$ cat src/rtl/i2c_pkg.sv
// Shared I2C slave types and constants: transmit sequencer states, ACK/NACK
// bus levels and the default byte sent when the TX FIFO runs dry.
package i2c_pkg;

   typedef enum logic [1:0] {
      IDLE     = 2'd0,
      SHIFT    = 2'd1,
      ACK_WAIT = 2'd2,
      ACK_HOLD = 2'd3
   } tx_state_t;

   localparam logic       ACK_BIT           = 1'b0;
   localparam logic       NACK_BIT          = 1'b1;
   localparam logic [7:0] DEFAULT_FILL_BYTE = 8'hFF;

endpackage

$ cat src/rtl/flex_counter.sv
// Generic up-counter with synchronous clear and programmable rollover value;
// rollover_flag is high while count_out equals rollover_val.
module flex_counter #(
   parameter int unsigned NUM_CNT_BITS = 4
) (
   input  logic                    clk,
   input  logic                    n_rst,
   input  logic                    clear,
   input  logic                    count_enable,
   input  logic [NUM_CNT_BITS-1:0] rollover_val,
   output logic [NUM_CNT_BITS-1:0] count_out,
   output logic                    rollover_flag
);

   logic [NUM_CNT_BITS-1:0] count_q, count_d;
   logic                    flag_q, flag_d;

   always_ff @(posedge clk) begin
      if (!n_rst) begin
         count_q <= '0;
         flag_q  <= 1'b0;
      end else begin
         count_q <= count_d;
         flag_q  <= flag_d;
      end
   end

   always_comb begin
      count_d = count_q;
      flag_d  = flag_q;
      if (clear) begin
         count_d = '0;
         flag_d  = 1'b0;
      end else if (count_enable) begin
         if (count_q == rollover_val) count_d = NUM_CNT_BITS'(1);
         else                         count_d = count_q + NUM_CNT_BITS'(1);
         flag_d = (count_d == rollover_val);
      end
   end

   assign count_out     = count_q;
   assign rollover_flag = flag_q;

endmodule

$ cat src/rtl/i2c_tx_timer.sv
// Slave-side I2C read sequencer: shifts FIFO bytes MSB-first onto SDA and
// handles the master ACK/NACK. Define I2C_TX_UNDERFLOW_EN to add tx_underflow.
module i2c_tx_timer
   import i2c_pkg::*;
#(
   parameter int unsigned          DATA_W    = 8,
   parameter logic [DATA_W-1:0]    FILL_BYTE = DATA_W'(DEFAULT_FILL_BYTE)
) (
   input  logic              clk,
   input  logic              n_rst,
   input  logic              start_found,
   input  logic              stop_found,
   input  logic              rising_edge_found,
   input  logic              falling_edge_found,
   input  logic              tx_start,
   input  logic [DATA_W-1:0] tx_data,
   input  logic              tx_valid,
   output logic              tx_ready,
   input  logic              sda_in,
   output logic              sda_out,
   output logic              sda_oe,
   output logic              byte_sent,
   output logic              master_ack,
   output logic              master_nack,
`ifdef I2C_TX_UNDERFLOW_EN
   output logic              tx_underflow,
`endif
   output logic              busy
);

   localparam int unsigned CNT_W = $clog2(DATA_W) + 1;

   tx_state_t         state_q, state_d;
   logic [DATA_W-1:0] shift_q, shift_d;
   logic              ack_q, ack_d;
   logic              tx_ready_q, tx_ready_d;
   logic              byte_sent_q, byte_sent_d;
   logic              master_ack_q, master_ack_d;
   logic              master_nack_q, master_nack_d;
   logic              sda_out_q, sda_out_d;
   logic              sda_oe_q, sda_oe_d;
   logic              busy_q, busy_d;
`ifdef I2C_TX_UNDERFLOW_EN
   logic              underflow_q, underflow_d;
`endif

   logic              abort;
   logic              load;
   logic              bit_last;
   logic [CNT_W-1:0]  bit_cnt;
   logic              cnt_rollover;

   assign abort = start_found | stop_found;

   flex_counter #(
      .NUM_CNT_BITS (CNT_W)
   ) u_bit_cnt (
      .clk           (clk),
      .n_rst         (n_rst),
      .clear         (load | abort),
      .count_enable  ((state_q == SHIFT) & falling_edge_found),
      .rollover_val  (CNT_W'(DATA_W)),
      .count_out     (bit_cnt),
      .rollover_flag (cnt_rollover)
   );

   // Rollover can only follow the last bit; treating it as last keeps a bad count from overrunning.
   assign bit_last = (bit_cnt == CNT_W'(DATA_W - 1)) | cnt_rollover;

   always_ff @(posedge clk) begin
      if (!n_rst) begin
         state_q       <= IDLE;
         shift_q       <= FILL_BYTE;
         ack_q         <= 1'b0;
         tx_ready_q    <= 1'b0;
         byte_sent_q   <= 1'b0;
         master_ack_q  <= 1'b0;
         master_nack_q <= 1'b0;
         sda_out_q     <= 1'b1;
         sda_oe_q      <= 1'b0;
         busy_q        <= 1'b0;
`ifdef I2C_TX_UNDERFLOW_EN
         underflow_q   <= 1'b0;
`endif
      end else begin
         state_q       <= state_d;
         shift_q       <= shift_d;
         ack_q         <= ack_d;
         tx_ready_q    <= tx_ready_d;
         byte_sent_q   <= byte_sent_d;
         master_ack_q  <= master_ack_d;
         master_nack_q <= master_nack_d;
         sda_out_q     <= sda_out_d;
         sda_oe_q      <= sda_oe_d;
         busy_q        <= busy_d;
`ifdef I2C_TX_UNDERFLOW_EN
         underflow_q   <= underflow_d;
`endif
      end
   end

   always_comb begin
      state_d       = state_q;
      shift_d       = shift_q;
      ack_d         = ack_q;
      load          = 1'b0;
      tx_ready_d    = 1'b0;
      byte_sent_d   = 1'b0;
      master_ack_d  = 1'b0;
      master_nack_d = 1'b0;
`ifdef I2C_TX_UNDERFLOW_EN
      underflow_d   = 1'b0;
`endif

      if (abort) begin
         state_d = IDLE;
      end else begin
         unique case (state_q)
            IDLE: begin
               if (tx_start) load = 1'b1;
            end
            SHIFT: begin
               if (falling_edge_found) begin
                  if (bit_last) begin
                     byte_sent_d = 1'b1;
                     state_d     = ACK_WAIT;
                  end else begin
                     shift_d = {shift_q[DATA_W-2:0], 1'b0};
                  end
               end
            end
            ACK_WAIT: begin
               // A rising edge coincident with a falling edge is illegal and dropped.
               if (rising_edge_found && !falling_edge_found) begin
                  ack_d         = (sda_in == ACK_BIT);
                  master_ack_d  = (sda_in == ACK_BIT);
                  master_nack_d = (sda_in == NACK_BIT);
                  state_d       = ACK_HOLD;
               end
            end
            ACK_HOLD: begin
               if (falling_edge_found) begin
                  if (ack_q) load = 1'b1;
                  else       state_d = IDLE;
               end
            end
            default: state_d = IDLE;
         endcase

         if (load) begin
            state_d    = SHIFT;
            shift_d    = tx_valid ? tx_data : FILL_BYTE;
            tx_ready_d = tx_valid;
`ifdef I2C_TX_UNDERFLOW_EN
            underflow_d = ~tx_valid;
`endif
         end
      end

      // Pin values are registered from the next state so they track the Moore decode.
      sda_oe_d  = (state_d == SHIFT);
      sda_out_d = (state_d == SHIFT) ? shift_d[DATA_W-1] : 1'b1;
      busy_d    = (state_d != IDLE);
   end

   assign tx_ready    = tx_ready_q;
   assign byte_sent   = byte_sent_q;
   assign master_ack  = master_ack_q;
   assign master_nack = master_nack_q;
   assign sda_out     = sda_out_q;
   assign sda_oe      = sda_oe_q;
   assign busy        = busy_q;
`ifdef I2C_TX_UNDERFLOW_EN
   assign tx_underflow = underflow_q;
`endif

endmodule
$ cat config.mk
export PLATFORM = sky130hd
export DESIGN_NAME = i2c_tx_timer
export DESIGN_NICKNAME = d
export VERILOG_FILES = /design/src/rtl/i2c_pkg.sv /design/src/rtl/flex_counter.sv /design/src/rtl/i2c_tx_timer.sv
export SDC_FILE = /design/constraint.sdc
export NUM_CORES = 1
export LEC_CHECK = 0
export BUFFER_PORTS_ARGS = -buffer_cell sky130_fd_sc_hd__buf_2
export CORE_MARGIN = 4
export CORE_UTILIZATION = 35
export CTS_CLUSTER_DIAMETER = 150
export CTS_CLUSTER_SIZE = 12
export DETAILED_ROUTE_END_ITERATION = 8
export PLACE_DENSITY = 0.53
export SYNTH_ARGS = -nofsm -noshare
export SYNTH_HDL_FRONTEND = slang
export SYNTH_SLANG_ARGS = --single-unit
$ cat constraint.sdc
create_clock -name clk -period 4.42 [get_ports clk]
set_input_delay 0 -clock clk [delete_from_list [all_inputs] [get_ports clk]]
set_output_delay 0 -clock clk [all_outputs]
set_load 0.01 [all_outputs]
### Word level (Yosys, flattened, before mapping)

Cells that the tools add are included.

* $add $sub $neg: 1
* bitwise operators: 12
* reduce and logical (&&, ||, !) cells: 13
* muxes and demuxes: 24
* equality and inequality tests: 8

Operators with widths (number)
* 2-to-1 mux 8 bit: 6
* 2-to-1 mux 2 bit: 7
* 2-to-1 mux 4 bit: 3
* == test 4 bit, second input constant: 2
* NOT 1 bit: 8
* OR reduction 4 bit: 2
* 2-to-1 mux 1 bit: 6
* case mux 2 bit (3 select lines): 1
* nonzero test 2 bit: 3
* adder 4 x 1 -> 4 bit, second input constant: 1
* == test 2 x 1 -> 1 bit, second input constant: 2
* == test 2 bit, second input constant: 2
* == test 4 x 3 -> 1 bit, second input constant: 1
* AND reduction 4 bit: 1
* OR 1 bit: 3
* AND reduction 3 bit: 1
* OR reduction 3 bit: 1
* zero test 2 bit: 1
* inequality test 2 x 1 -> 1 bit, second input constant: 1
* case mux 1 bit (2 select lines): 1
* AND reduction 2 bit: 1
* OR reduction 2 bit: 1
* bitwise AND 1 bit: 1
* logical AND 1 bit: 1
* zero test 1 bit: 1

* flip-flop bits (word level): 23
* input port bits: 17

### Logic depth before layout (Yosys ltp)

Gate-level depths: netlist of run 1.

* word-level depth: 9
* gate-level depth with buffers: 7
* depth with buffers taken out: 6

### By module

From an unflattened synthesis of run 1, not the netlist that was laid out.

* cell total of the unflattened synthesis: 148
* area, all modules: 1267.5 µm²

By module, submodules not included
* i2c_tx_timer: instances 1, area each 904.6 µm², seq. area each 360.3 µm², cells an instance 107
* flex_counter: instances 1, area each 362.8 µm², seq. area each 100.1 µm², cells an instance 41

### Worst setup path before layout of run 1

Ideal clock, no wire load.

* kind: register to register
* start point: reg state_q[0]
* end point: reg shift_q[6]
* path buffers: 0
* slack: 2.850 ns
* data arrival time: 1.427 ns
* setup time: 0.143 ns
* stages on the path, launching flop included: 7
* clock period less this slack: 1.570 ns
* cell sequence: dfxtp_1 -> inv_1 -> ha_1 -> inv_1 -> nand2_1 -> nor3b_1 -> o311ai_1

* cells in the longest elaborated chain, start to end: 5

Ends and longest elaborated chain
* start, declared: line i2c_tx_timer.sv:33 `tx_state_t state_q, state_d;`
* start signal, assigned: line i2c_tx_timer.sv:86 `state_q <= state_d;`
* == test 2 bit / zero test 2 bit (equally long branches): line i2c_tx_timer.sv:118 `unique case (state_q)`
* case mux 1 bit (2 select lines): line i2c_tx_timer.sv:118
* 2-to-1 mux 1 bit: line i2c_tx_timer.sv:115 `if (abort) begin`
* inequality test 2 x 1 -> 1 bit (no source line) / nonzero test 2 bit (equally long branches)
* AND reduction 4 bit (no source line)
* end signal, assigned: line i2c_tx_timer.sv:87 `shift_q <= shift_d;`
* end, declared: line i2c_tx_timer.sv:34 `logic [DATA_W-1:0] shift_q, shift_d;`

Several ways; a longest one is shown, not always the timed one. The select of a mux whose other input is x is not followed.
A chain may end at the register's enable or synchronous reset.

### Final worst setup path of run 1

* start point: reg state_q[0]
* end point: reg u_bit_cnt.count_q[1] (netlist: u_bit_cnt.count_out[1])

* cells in the longest elaborated chain, start to end: 6

Ends and longest elaborated chain
* == test 2 bit / zero test 2 bit (equally long branches): line i2c_tx_timer.sv:118
* case mux 1 bit (2 select lines): line i2c_tx_timer.sv:118
* 2-to-1 mux 1 bit (2 in series): line i2c_tx_timer.sv:115
* OR 1 bit: line i2c_tx_timer.sv:60 `.clear (load | abort),`
* OR reduction 2 bit (no source line)
* end signal, assigned: line flex_counter.sv:23 `count_q <= count_d;`
* end, declared: line flex_counter.sv:15 `logic [NUM_CNT_BITS-1:0] count_q, count_d;`

Several ways; a longest one is shown, not always the timed one. The select of a mux whose other input is x is not followed.

==> results by group, run 1 <==
Clock tree
  – Setup bufs post-CTS: 0
  – Clock sink total: 23
  – CTS-repair resized insts: 0
  – Clock Latency Late Sink: 0.31 ns
  – Max H-tree Level: 1
  – Clock Tree Buf Depth: 2
  – CTS clk-pin slew, worst paths: 0.13 ns
  – CTS tree: yes
  – Clock root buffer: clkbuf_4
  – CTS buffer count: 3
  – Post-CTS Hold Fix Bufs: 4

STA
  – Clock Skews: 0.00774 ns
  – Final setup violation count: 0
  – Slew @ Worst Pin: 0.528 ns
  – Max Slew Vio Count: 0
  – Min cycle time layout: 1.85 ns
  – Setup TNS: 0 ns
  – FMAX: 540 MHz
  – Tcrit/Tclk final: 41.9%
  – Final hold vios: 0
  – Rel. slew slack: 64.8%
  – Unrepaired setup endpoints after global routing: false

Placement
  – DPL Wire Length: 2130 µm
  – Area post-placement: 1400 µm²
  – GP Congestion: 0.874
  – IO Port Bufs: 23

Floorplan
  – Die width: 67.6 µm
  – Effective utilization at floorplan: 36.7%
  – Die Footprint: 4570 µm²
  – Die Height: 67.6 µm
  – Core ar.: 3390 µm²
  – FP Rows: 21
  – # IOs: 24

Job
  – Max-cap violation count: 0

Worst setup path
  – Worst r2r src: state_q[0]
  – CP Max Fanout: 8
  – Setup crit start: state_q[0]
  – Worst R2R Path Depth: 6
  – Critical path arrival: 2.10 ns
  – Endpoint class of the critical path: flop
  – Worst setup SP type: flop
  – Critical path class: reg2reg
  – Data required time at the worst endpoint: 4.67 ns

Final layout
  – NumNets Final: 190
  – Multi-input gate area: 743 µm²
  – N_diodes: 0
  – Area growth from synthesis to layout: 17.9%
  – Share of cells above drive strength 1: 23.6%
  – FF+latch area: 460 µm²
  – Fillers: 340
  – Post-route cell area: 1470 µm²

Synthesis
  – Simple-gate share of the synthesized area: 25.4%
  – Syn Inst Count: 138
  – Netlist cell types: 40
  – Syn nets: 162
  – Synth Cell Area: 1240 µm²
  – Post-synthesis adder-cell area fraction: 7.04%
  – Main synth FF type: dfxtp_1
  – Compound-Gate Fraction of Synth Area: 27.4%
  – Leading area contributor after synthesis: dfxtp_1
  – Synth area leaders: dfxtp_1, ha_1, o311ai_1
  – Largest family of logic cells by synthesized area: compound AO/OA/AOI/OAI gates
  – Xor/xnor share of the synthesized area: 0%
  – Post-synth EDFFs: 0
  – Post-Syn Area per Cell: 9.01 µm²
  – Post-synthesis sequential area ratio: 37.0%
  – Top-area cell type share of the netlist area: 37.0%
  – Synth Warn #: 0
  – Top cells by count, synth: dfxtp_1, nand2_1, nor2_1, o21ai_0
  – Post-synth ARST share: 0%
  – Seq cells post-synth: 23
  – Multiplexer area fraction after synthesis: 0%
  – Most frequent cell after synthesis: dfxtp_1

Detailed routing
  – Iter 0 DRT Violations: 57
  – DR DRC count: 0
  – Routed Antenna Nets: 0
  – DRT Pass-1 Iters: 4
  – Vias per std cell: 5.37
  – Final WL: 2880 µm
  – Wire length per cell: 13.6 µm
  – Vias: 1134

Pwr
  – Cell Pwr Density: 248 nW/µm²
  – Pleak: 0.000548 µW
  – Peak supply drop: 0.000111 V

GRT
  – Total congestion overflow: 0
  – First-pass GRT wire length: 5000 µm
  – Largest net degree at the start of global routing: 14
  – Number of global-route vias before repair: 1088
  – Gr usage total: 14.2%
  – Antenna violations before repair: 0

Worst hold path
  – Worst hold path type: in2reg
  – Hold depth: 3
  – Hold path start: tx_data[4]

Run status
  – Status: completed
[cell families after synthesis]
group           after synthesis
simple gates                 57
compound gates               41
flops                        23
buf+inv                      10
fa+ha+maj                     7
[power breakdown]
group	switching (µW)	internal [µW]
clock	65.4	33.8
combinational	27.8	22.5
sequential	2.30	212
total	95.4	269
[worst max-delay path, stage by stage, from the launching register on]
cell and delay [ns]:
dfxtp_1 0.46, inv_1 0.12, ha_1 0.39, inv_1 0.14, nand2_1 0.26, nand2_1 0.24, a21oi_1 0.17
[sequential cells by signal (all words and copies together) (netlist names)]
| register | cells |
|---|---|
| u_bit_cnt.count_out | 4 |
| master_ack | 1 |
| busy | 1 |
| state_q | 2 |
| u_bit_cnt.rollover_flag | 1 |
| shift_q | 8 |
| sda_oe | 1 |
| ack_q | 1 |
| tx_ready | 1 |
| master_nack | 1 |
| byte_sent | 1 |
| sda_out | 1 |
[metal layers]
| layer | vias to the layer above | share of wire [%] | GRT usage, % |
|---|---|---|---|
| met5 | - | 0 | 0 |
| met4 | 0 | 0.49 | 6.08 |
| met3 | 2 | 3.1 | 2.16 |
| met2 | 21 | 48 | 22.7 |
| met1 | 544 | 48 | 18.8 |
| li1 | 567 | - | - |
[cell usage in the layout, fill, tap and decap left out, drive strengths merged]
cell type    netlist  final
o211a              1      1
o211ai             2      2
a2bb2oi            1      1
and2               2      2
o41ai              1      1
a21boi             1      1
nand4b             2      2
o21ai             12     12
inv                6      6
dfxtp             23     23
a211oi             1      1
and3               1      1
a221oi             1      1
or3b               1      1
nor3b              7      7
nand3b             2      2
dlygate4sd3        0      4
o311ai             7      7
a32o               1      1
nor2b              2      2
and3b              1      1
a21oi              4      4
o22ai              1      1
ha                 7      7
a32oi              1      1
clkbuf             2      3
a31oi              1      1
or2                1      1
a2111oi            1      1
nor2              15     15
o32a               1      1
o21a               1      1
nand2b             3      3
buf                2     23
nor3               5      5
o2111ai            1      1
nand2             15     15
o221a              2      2
clkinv             0      1
[stage by stage]
| step | hold WS [ns] | instances | utilization, % | setup WS (ns) | power (µW) |
|---|---|---|---|---|---|
| floorplan | 0.0793 | 138 | - | 2.85 | 250 |
| global placement | 0.210 | 203 | 41.3 | 2.60 | 266 |
| detailed placement | 0.216 | 203 | 41.3 | 2.58 | 267 |
| CTS | 0.0110 | 211 | 43.3 | 2.55 | 371 |
| global route | 0.0542 | 211 | 43.3 | 2.41 | 381 |
| finish | 0.0234 | 211 | 43.3 | 2.57 | 364 |
[layout make-up]
type | instances | share of cell area (%)
Multi-Input combinational cell | 105 | 50.7
Clock buffer | 3 | 1.54
Clock inverter | 1 | 0.341
Sequential cell | 23 | 31.4
Inverter | 6 | 1.54
Tap cell | 46 | 3.92
Timing Repair Buffer | 27 | 10.6
[final timing paths]
check / to / slack (ns)
hold reg to reg: u_bit_cnt.count_out[1] / 0.51
setup / recovery: u_bit_cnt.count_out[1] / 2.57
setup reg to reg: u_bit_cnt.count_out[1] / 2.57
hold / removal: shift_q[4] / 0.02
(Power assumes the default switching activity.)
==> run 2, diff against run 1 <==
--- a/config.mk
+++ b/config.mk
@@ -11,7 +11,7 @@
 export CTS_CLUSTER_DIAMETER = 150
 export CTS_CLUSTER_SIZE = 12
 export DETAILED_ROUTE_END_ITERATION = 8
-export PLACE_DENSITY = 0.53
+export PLACE_DENSITY = 0.55
 export SYNTH_ARGS = -nofsm -noshare
 export SYNTH_HDL_FRONTEND = slang
 export SYNTH_SLANG_ARGS = --single-unit
==> constraint.sdc (replaced) <==
create_clock -name clk -period 1.7 [get_ports clk]
set_input_delay 0 -clock clk [delete_from_list [all_inputs] [get_ports clk]]
set_output_delay 0 -clock clk [all_outputs]
set_load 0.01 [all_outputs]
==> results by group, run 2 (synthesis gave the netlist of run 1 again) <==
Detailed routing
  – DR DRC count: 0 (unchanged)
  – Final WL: 3120 µm (was 2880 µm)
  – Iter 0 DRT Violations: 61 (was 57)
  – DRT Pass-1 Iters: 4 (unchanged)
  – Vias per std cell: 5.36 (was 5.37)
  – Wire length per cell: 14.4 µm (was 13.6 µm)
  – Routed Antenna Nets: 0 (unchanged)
  – Vias: 1163 (was 1134)

Final layout
  – Area growth from synthesis to layout: 28.0% (was 17.9%)
  – NumNets Final: 196 (was 190)
  – Final Non-Filler Cells: 217 (was 211)
  – N_diodes: 0 (unchanged)
  – Largest register by flop count: shift_q (unchanged)
  – Most frequent cells in the layout: buf_2, dfxtp_1, nor2_1, nand2_1, o21ai_0 (was dfxtp_1, buf_2, nand2_1)
  – Fillers: 334 (was 340)
  – Largest register FFs: 8 (unchanged)
  – Post-route cell area: 1590 µm² (was 1470 µm²)
  – Share of cells above drive strength 1: 35.1% (was 23.6%)
  – Most common cell after layout, fill and taps aside: buf_2

Clock tree
  – CTS buffer count: 3 (unchanged)
  – Clock Tree Buf Depth: 2 (unchanged)
  – Clock sink total: 23 (unchanged)
  – Clock Latency Late Sink: 0.31 ns (about the same)
  – CTS tree: yes (unchanged)
  – Clock root buffer: clkbuf_4 (unchanged)
  – Setup bufs post-CTS: 0 (unchanged)
  – Max H-tree Level: 1 (unchanged)
  – CTS clk-pin slew, worst paths: 0.12 ns (was 0.13 ns)

Placement
  – DPL Wire Length: 2280 µm (was 2130 µm)
  – GP Congestion: 0.831 (was 0.874)
  – Area post-placement: 1470 µm² (was 1400 µm²)
  – IO Port Bufs: 23 (unchanged)
  – Place WS: -0.140 ns (was 2.58 ns)
  – Placed cell count: 211 (was 203)

GRT
  – Gr usage total: 14.4% (was 14.2%)
  – Antenna violations before repair: 0 (unchanged)
  – Largest net degree at the start of global routing: 13 (was 14)
  – Number of global-route vias before repair: 1124 (was 1088)
  – First-pass GRT wire length: 5050 µm (was 5000 µm)
  – Total congestion overflow: 0 (unchanged)

STA
  – Max Slew Vio Count: 0 (unchanged)
  – Clock Skews: 0.00479 ns (was 0.00774 ns)
  – Min cycle time layout: 1.65 ns (was 1.85 ns)
  – Final worst-path setup slack: 0.0469 ns (was 2.57 ns)
  – Final setup violation count: 0 (unchanged)
  – Tcrit/Tclk final: 97.2% (was 41.9%)
  – Slew @ Worst Pin: 0.577 ns (was 0.528 ns)
  – Setup TNS: 0 ns (unchanged)
  – Rel. slew slack: 61.5% (was 64.8%)
  – Final hold vios: 0 (unchanged)
  – FMAX: 605 MHz (was 540 MHz)

Floorplan
  – Effective utilization at floorplan: 36.7% (unchanged)
  – Die Height: 67.6 µm (unchanged)
  – Die width: 67.6 µm (unchanged)
  – FP Rows: 21 (unchanged)
  – Die Footprint: 4570 µm² (unchanged)
  – Core ar.: 3390 µm² (unchanged)
  – # IOs: 24 (unchanged)

Worst hold path
  – Hold depth: 3 (unchanged)
  – Worst hold path type: in2reg (unchanged)
  – Hold path start: tx_data[0] (was tx_data[4])
  – Hold EP: shift_q[0] (was shift_q[4])

Run status
  – Status: completed (unchanged)

Worst setup path
  – Critical path arrival: 1.90 ns (was 2.10 ns)
  – CP Max Fanout: 6 (was 8)
  – Data required time at the worst endpoint: 1.94 ns (was 4.67 ns)
  – Worst r2r src: state_q[0] (unchanged)
  – Reg2reg end: sda_out (was u_bit_cnt.count_out[1])
  – Reg-to-reg slack, setup: 0.05 ns (was 2.57 ns)
  – Worst setup SP type: flop (unchanged)
  – Worst R2R Path Depth: 6 (unchanged)
  – Endpoint class of the critical path: flop (unchanged)
  – Critical path class: reg2reg (unchanged)

Pwr
  – Pleak: 0.000587 µW (was 0.000548 µW)
  – Cell Pwr Density: 604 nW/µm² (was 248 nW/µm²)
  – Peak supply drop: 0.000415 V (was 0.000111 V)

Job
  – Max-cap violation count: 0 (unchanged)
-- run 2: cell types whose count changed in the layout (fill, tap and decap cells not counted), moves of 3 or more --
| cell | before | now |
|---|---|---|
| buf_4 | 0 | 7 |
| ha_1 | 7 | 4 |
| o21ai_0 | 12 | 9 |
| o21ai_1 | 0 | 3 |
| o311ai_1 | 7 | 4 |
| o311ai_2 | 0 | 3 |
-- run 2: worst max-delay path, stage by stage, from the launching register on --
cell,delay (ns)
dfxtp_4,0.41
inv_1,0.09
ha_2,0.20
a32o_2,0.28
a2111oi_2,0.39
nor3_2,0.11
o211ai_1,0.10
-- run 2: layout make-up --
type	instances	area, µm²	area share, %
Sequential cell	23	464	29.2
Clock buffer	4	26.3	1.65
Inverter	6	22.5	1.42
Timing Repair Buffer	33	208	13.1
Multi-Input combinational cell	105	813	51.1
Tap cell	46	57.6	3.62
-- run 2: worst max-delay path by stage --
stage,from,to,slack (ns),cells past startpoint
CTS,state_q[0],shift_q[6],-0.02,6
detailed placement,state_q[0],shift_q[3],-0.14,6
finish,state_q[0],sda_out,0.05,6
global route,state_q[1],sda_out,-0.003,7
global placement,state_q[1],sda_out,-0.07,6
floorplan,state_q[0],shift_q[6],0.13,6
-- run 2: through the flow --
stage	power (µW)	utilization (%)	hold slack [ns]
2_1_floorplan	650	-	0.0793
3_3_place_gp	700	43.4	0.196
3_5_place_dp	705	43.4	0.203
4_1_cts	966	45.5	0.00125
5_1_grt	1020	47.0	0.00833
6_report	962	47.0	0.00859
-- run 2: repair_timing --
| item | in CTS | in global routing |
|---|---|---|
| hold buffers | 2 | 0 |
| hold endpoints to repair | 11 | 0 |
| setup endpoints to repair | 16 | 16 |
| resized for setup | 8 | 12 |
| pin swaps | 0 | 0 |
-- run 2: report_power, final --
| part | leakage [µW] | total [µW] | switching (µW) | internal (µW) |
|---|---|---|---|---|
| sequential | 0.000187 | 558 | 6.84 | 551 |
| combinational | 0.000385 | 154 | 83.5 | 70.6 |
| clock | 0.0000150 | 250 | 158 | 91.6 |
| total | 0.000587 | 962 | 249 | 713 |
-- run 2: metal layers --
metal	GRT usage, %	part of all wire (%)	up-vias	routed length [µm]
met5	0	0	-	0
met3	3.49	4.3	2	135
met1	18.8	44	558	1380
li1	-	-	578	-
met2	23.9	51	25	1590
met4	3.04	0.61	0	19
==> run 3, diff against run 2 <==
--- a/config.mk
+++ b/config.mk
@@ -5,6 +5,7 @@
 export SDC_FILE = /design/constraint.sdc
 export NUM_CORES = 1
 export LEC_CHECK = 0
+export ABC_AREA = 1
 export BUFFER_PORTS_ARGS = -buffer_cell sky130_fd_sc_hd__buf_2
 export CORE_MARGIN = 4
 export CORE_UTILIZATION = 35
==> results by group, run 3 <==
Synthesis
  – Synth Warn #: 0 (unchanged)
  – Post-synth ARST share: 0% (unchanged)
  – Syn nets: 191 (was 162)
  – Main synth FF type: dfxtp_1 (unchanged)
  – Most frequent cell after synthesis: nand2_1 (was dfxtp_1)
  – Leading area contributor after synthesis: dfxtp_1 (unchanged)
  – Seq cells post-synth: 23 (unchanged)
  – Post-synthesis sequential area ratio: 37.8% (was 37.0%)
  – Synth Cell Area: 1220 µm² (was 1240 µm²)
  – Top-area cell type share of the netlist area: 37.8% (was 37.0%)
  – Synth area leaders: dfxtp_1, nand2_1, ha_1 (was dfxtp_1, ha_1, o311ai_1)
  – Top cells by count, synth: nand2_1, dfxtp_1, inv_1, nor2_1, nand3_1 (was dfxtp_1, nand2_1, nor2_1, o21ai_0)
  – Syn Inst Count: 167 (was 138)
  – Post-synth EDFFs: 0 (unchanged)
  – Netlist cell types: 23 (was 40)
  – Post-Syn Area per Cell: 7.29 µm² (was 9.01 µm²)

Clock tree
  – Clock root buffer: clkbuf_4 (unchanged)
  – Clock Tree Buf Depth: 2 (unchanged)
  – CTS clk-pin slew, worst paths: 0.12 ns (about the same)
  – Clock sink total: 23 (unchanged)
  – CTS buffer count: 3 (unchanged)
  – Max H-tree Level: 1 (unchanged)
  – CTS tree: yes (unchanged)
  – Clock Latency Late Sink: 0.31 ns (about the same)

STA
  – Final worst-path setup slack: 0.128 ns (was 0.0469 ns)
  – Max Slew Vio Count: 0 (unchanged)
  – Rel. slew slack: 81.3% (was 61.5%)
  – Final hold vios: 0 (unchanged)
  – Final setup violation count: 0 (unchanged)
  – Min Hold Slack: 0.0178 ns (was 0.00859 ns)
  – Min cycle time layout: 1.57 ns (was 1.65 ns)
  – Unrepaired setup endpoints after global routing: false
  – Slew @ Worst Pin: 0.280 ns (was 0.577 ns)
  – Tcrit/Tclk final: 92.5% (was 97.2%)
  – Setup TNS: 0 ns (unchanged)
  – Clock Skews: 0.00263 ns (was 0.00479 ns)
  – FMAX: 636 MHz (was 605 MHz)

Detailed routing
  – Iter 0 DRT Violations: 40 (was 61)
  – Met2 wire length: 1190 µm (was 1590 µm)
  – Met1 WL: 1230 µm (was 1380 µm)
  – Highest Signal Layer: met4 (unchanged)
  – DRT Pass-1 Iters: 4 (unchanged)
  – DR DRC count: 0 (unchanged)
  – Vias: 1134 (was 1163)
  – Vias per std cell: 4.65 (was 5.36)
  – Wire length per cell: 10.6 µm (was 14.4 µm)
  – Routed Antenna Nets: 0 (unchanged)
  – Final WL: 2580 µm (was 3120 µm)
  – Met3 WL: 151 µm (was 135 µm)

GRT
  – Largest net degree at the start of global routing: 14 (was 13)
  – Antenna violations before repair: 0 (unchanged)
  – First-pass GRT wire length: 4370 µm (was 5050 µm)
  – Total congestion overflow: 0 (unchanged)
  – Number of global-route vias before repair: 1034 (was 1124)
  – Gr usage total: 12.6% (was 14.4%)

Final layout
  – Most frequent cells in the layout: nand2_1, dfxtp_1, buf_2 (was buf_2, dfxtp_1, nor2_1, nand2_1, o21ai_0)
  – Largest register by flop count: shift_q (unchanged)
  – Area growth from synthesis to layout: 22.3% (was 28.0%)
  – N_diodes: 0 (unchanged)
  – Post-route cell area: 1490 µm² (was 1590 µm²)
  – NumNets Final: 223 (was 196)
  – Fillers: 363 (was 334)
  – Share of cells above drive strength 1: 22.2% (was 35.1%)
  – Largest register FFs: 8 (unchanged)
  – Most common cell after layout, fill and taps aside: nand2_1 (was buf_2)

Placement
  – GP Congestion: 0.835 (was 0.831)
  – IO Port Bufs: 23 (unchanged)
  – Area post-placement: 1370 µm² (was 1470 µm²)
  – Place WS: 0.0682 ns (was -0.140 ns)
  – DPL Wire Length: 1990 µm (was 2280 µm)

Worst setup path
  – CP peak stage delay: 0.39 ns (was 0.41 ns)
  – Worst setup SP type: flop (unchanged)
  – Endpoint class of the critical path: flop (unchanged)
  – CP Cell Sequence: inv_1 -> ha_1 -> inv_2 -> nand3_2 -> nand2_4 -> inv_2 -> nand2_1 -> o211ai_1 (was inv_1 -> ha_2 -> a32o_2 -> a2111oi_2 -> nor3_2 -> o211ai_1)
  – Critical path arrival: 1.77 ns (was 1.90 ns)
  – Critical path class: reg2reg (unchanged)
  – Most used cell, CP: inv_2
  – Worst path slowest cell: dfxtp_1 (was dfxtp_4)
  – CP Max Fanout: 7 (was 6)
  – Data required time at the worst endpoint: 1.90 ns (was 1.94 ns)

Floorplan
  – Die Footprint: 4490 µm² (was 4570 µm²)
  – Effective utilization at floorplan: 36.5% (was 36.7%)
  – Die Height: 67.0 µm (was 67.6 µm)
  – Core ar.: 3340 µm² (was 3390 µm²)
  – # IOs: 24 (unchanged)
  – FP Rows: 21 (unchanged)
  – Die width: 67.0 µm (was 67.6 µm)

Worst hold path
  – Worst hold path type: in2reg (unchanged)

Pwr
  – Cell Pwr Density: 626 nW/µm² (was 604 nW/µm²)
  – Final Power: 932 µW (was 962 µW)
  – Peak supply drop: 0.000479 V (was 0.000415 V)
  – Pleak: 0.000684 µW (was 0.000587 µW)

Job
  – Max-cap violation count: 0 (unchanged)

Run status
  – Status: completed (unchanged)
[run 3: cell count changes in the layout (fill, tap and decap cells not counted), moves of 4 or more]
cell	previous run	this run
o21ai_0	9	2
nand3_1	0	15
o311ai_1	4	0
a21oi_1	4	8
o211ai_1	2	7
buf_4	7	0
inv_1	4	22
nor3b_1	5	0
nand3_2	0	4
nor2_1	14	20
nand2_1	14	39
[run 3: cell families after synthesis]
family          count (synthesis)  share of synthesized area [%]
compound gates                 21                           11.8
xor+xnor                        1                          0.720
flops                          23                           37.8
simple gates                   88                           33.4
fa+ha+maj                       7                           7.19
buf+inv                        27                           9.04
[run 3: layout make-up]
type | instances | area (µm²) | area share (%)
Timing Repair Buffer | 29 | 185 | 12.4
Sequential cell | 23 | 460 | 30.9
Inverter | 25 | 93.8 | 6.30
Tap cell | 46 | 57.6 | 3.87
Multi-Input combinational cell | 117 | 666 | 44.7
Clock buffer | 4 | 26.3 | 1.76
[run 3: critical path, delay by kind of cell (launching register included)]
| kind | cells | cell delay, ns |
|---|---|---|
| DFF | 1 | 0.39 |
| AOI/OAI and AO/OA | 1 | 0.07 |
| and+or+nand+nor | 3 | 0.33 |
| adders and majority gates | 1 | 0.36 |
| buffers and inverters | 3 | 0.31 |
[run 3: power breakdown]
group / switching (µW) / internal, µW / leakage [µW]
Sequential: 6.09 / 551 / 0.000187
Clock: 157 / 91.6 / 0.0000150
Combinational: 70.0 / 55.4 / 0.000482
Total: 233 / 698 / 0.000684
[run 3: routing by layer]
| layer | track usage (%) | vias to the layer above |
|---|---|---|
| met3 | 4.22 | 2 |
| met4 | 2.28 | 0 |
| met1 | 16.4 | 509 |
| li1 | - | 597 |
| met5 | 0 | - |
| met2 | 20.3 | 26 |
[run 3: final timing paths]
check | start | end | slack (ns) | cells after the start
setup reg to reg | state_q[0] | shift_q[0] | 0.13 | 8
hold reg to reg | u_bit_cnt.rollover_flag | u_bit_cnt.rollover_flag | 0.48 | 2
hold / removal | tx_data[6] | shift_q[6] | 0.02 | 5
setup / recovery | state_q[0] | shift_q[0] | 0.13 | 8
[run 3: what timing repair did]
action                                 4_1_cts  5_1_grt
setup endpoints to repair                    0        5
resized for setup                            0        5
hold buffers                                 5        0
endpoints found under the hold margin       11        0
buffers inserted                             0        1
[run 3: metrics by stage]
step | utilization, % | instances
2_1_floorplan | - | 167
3_3_place_gp | 41.2 | 234
3_5_place_dp | 41.2 | 234
4_1_cts | 43.5 | 243
5_1_grt | 44.6 | 244
6_report | 44.6 | 244
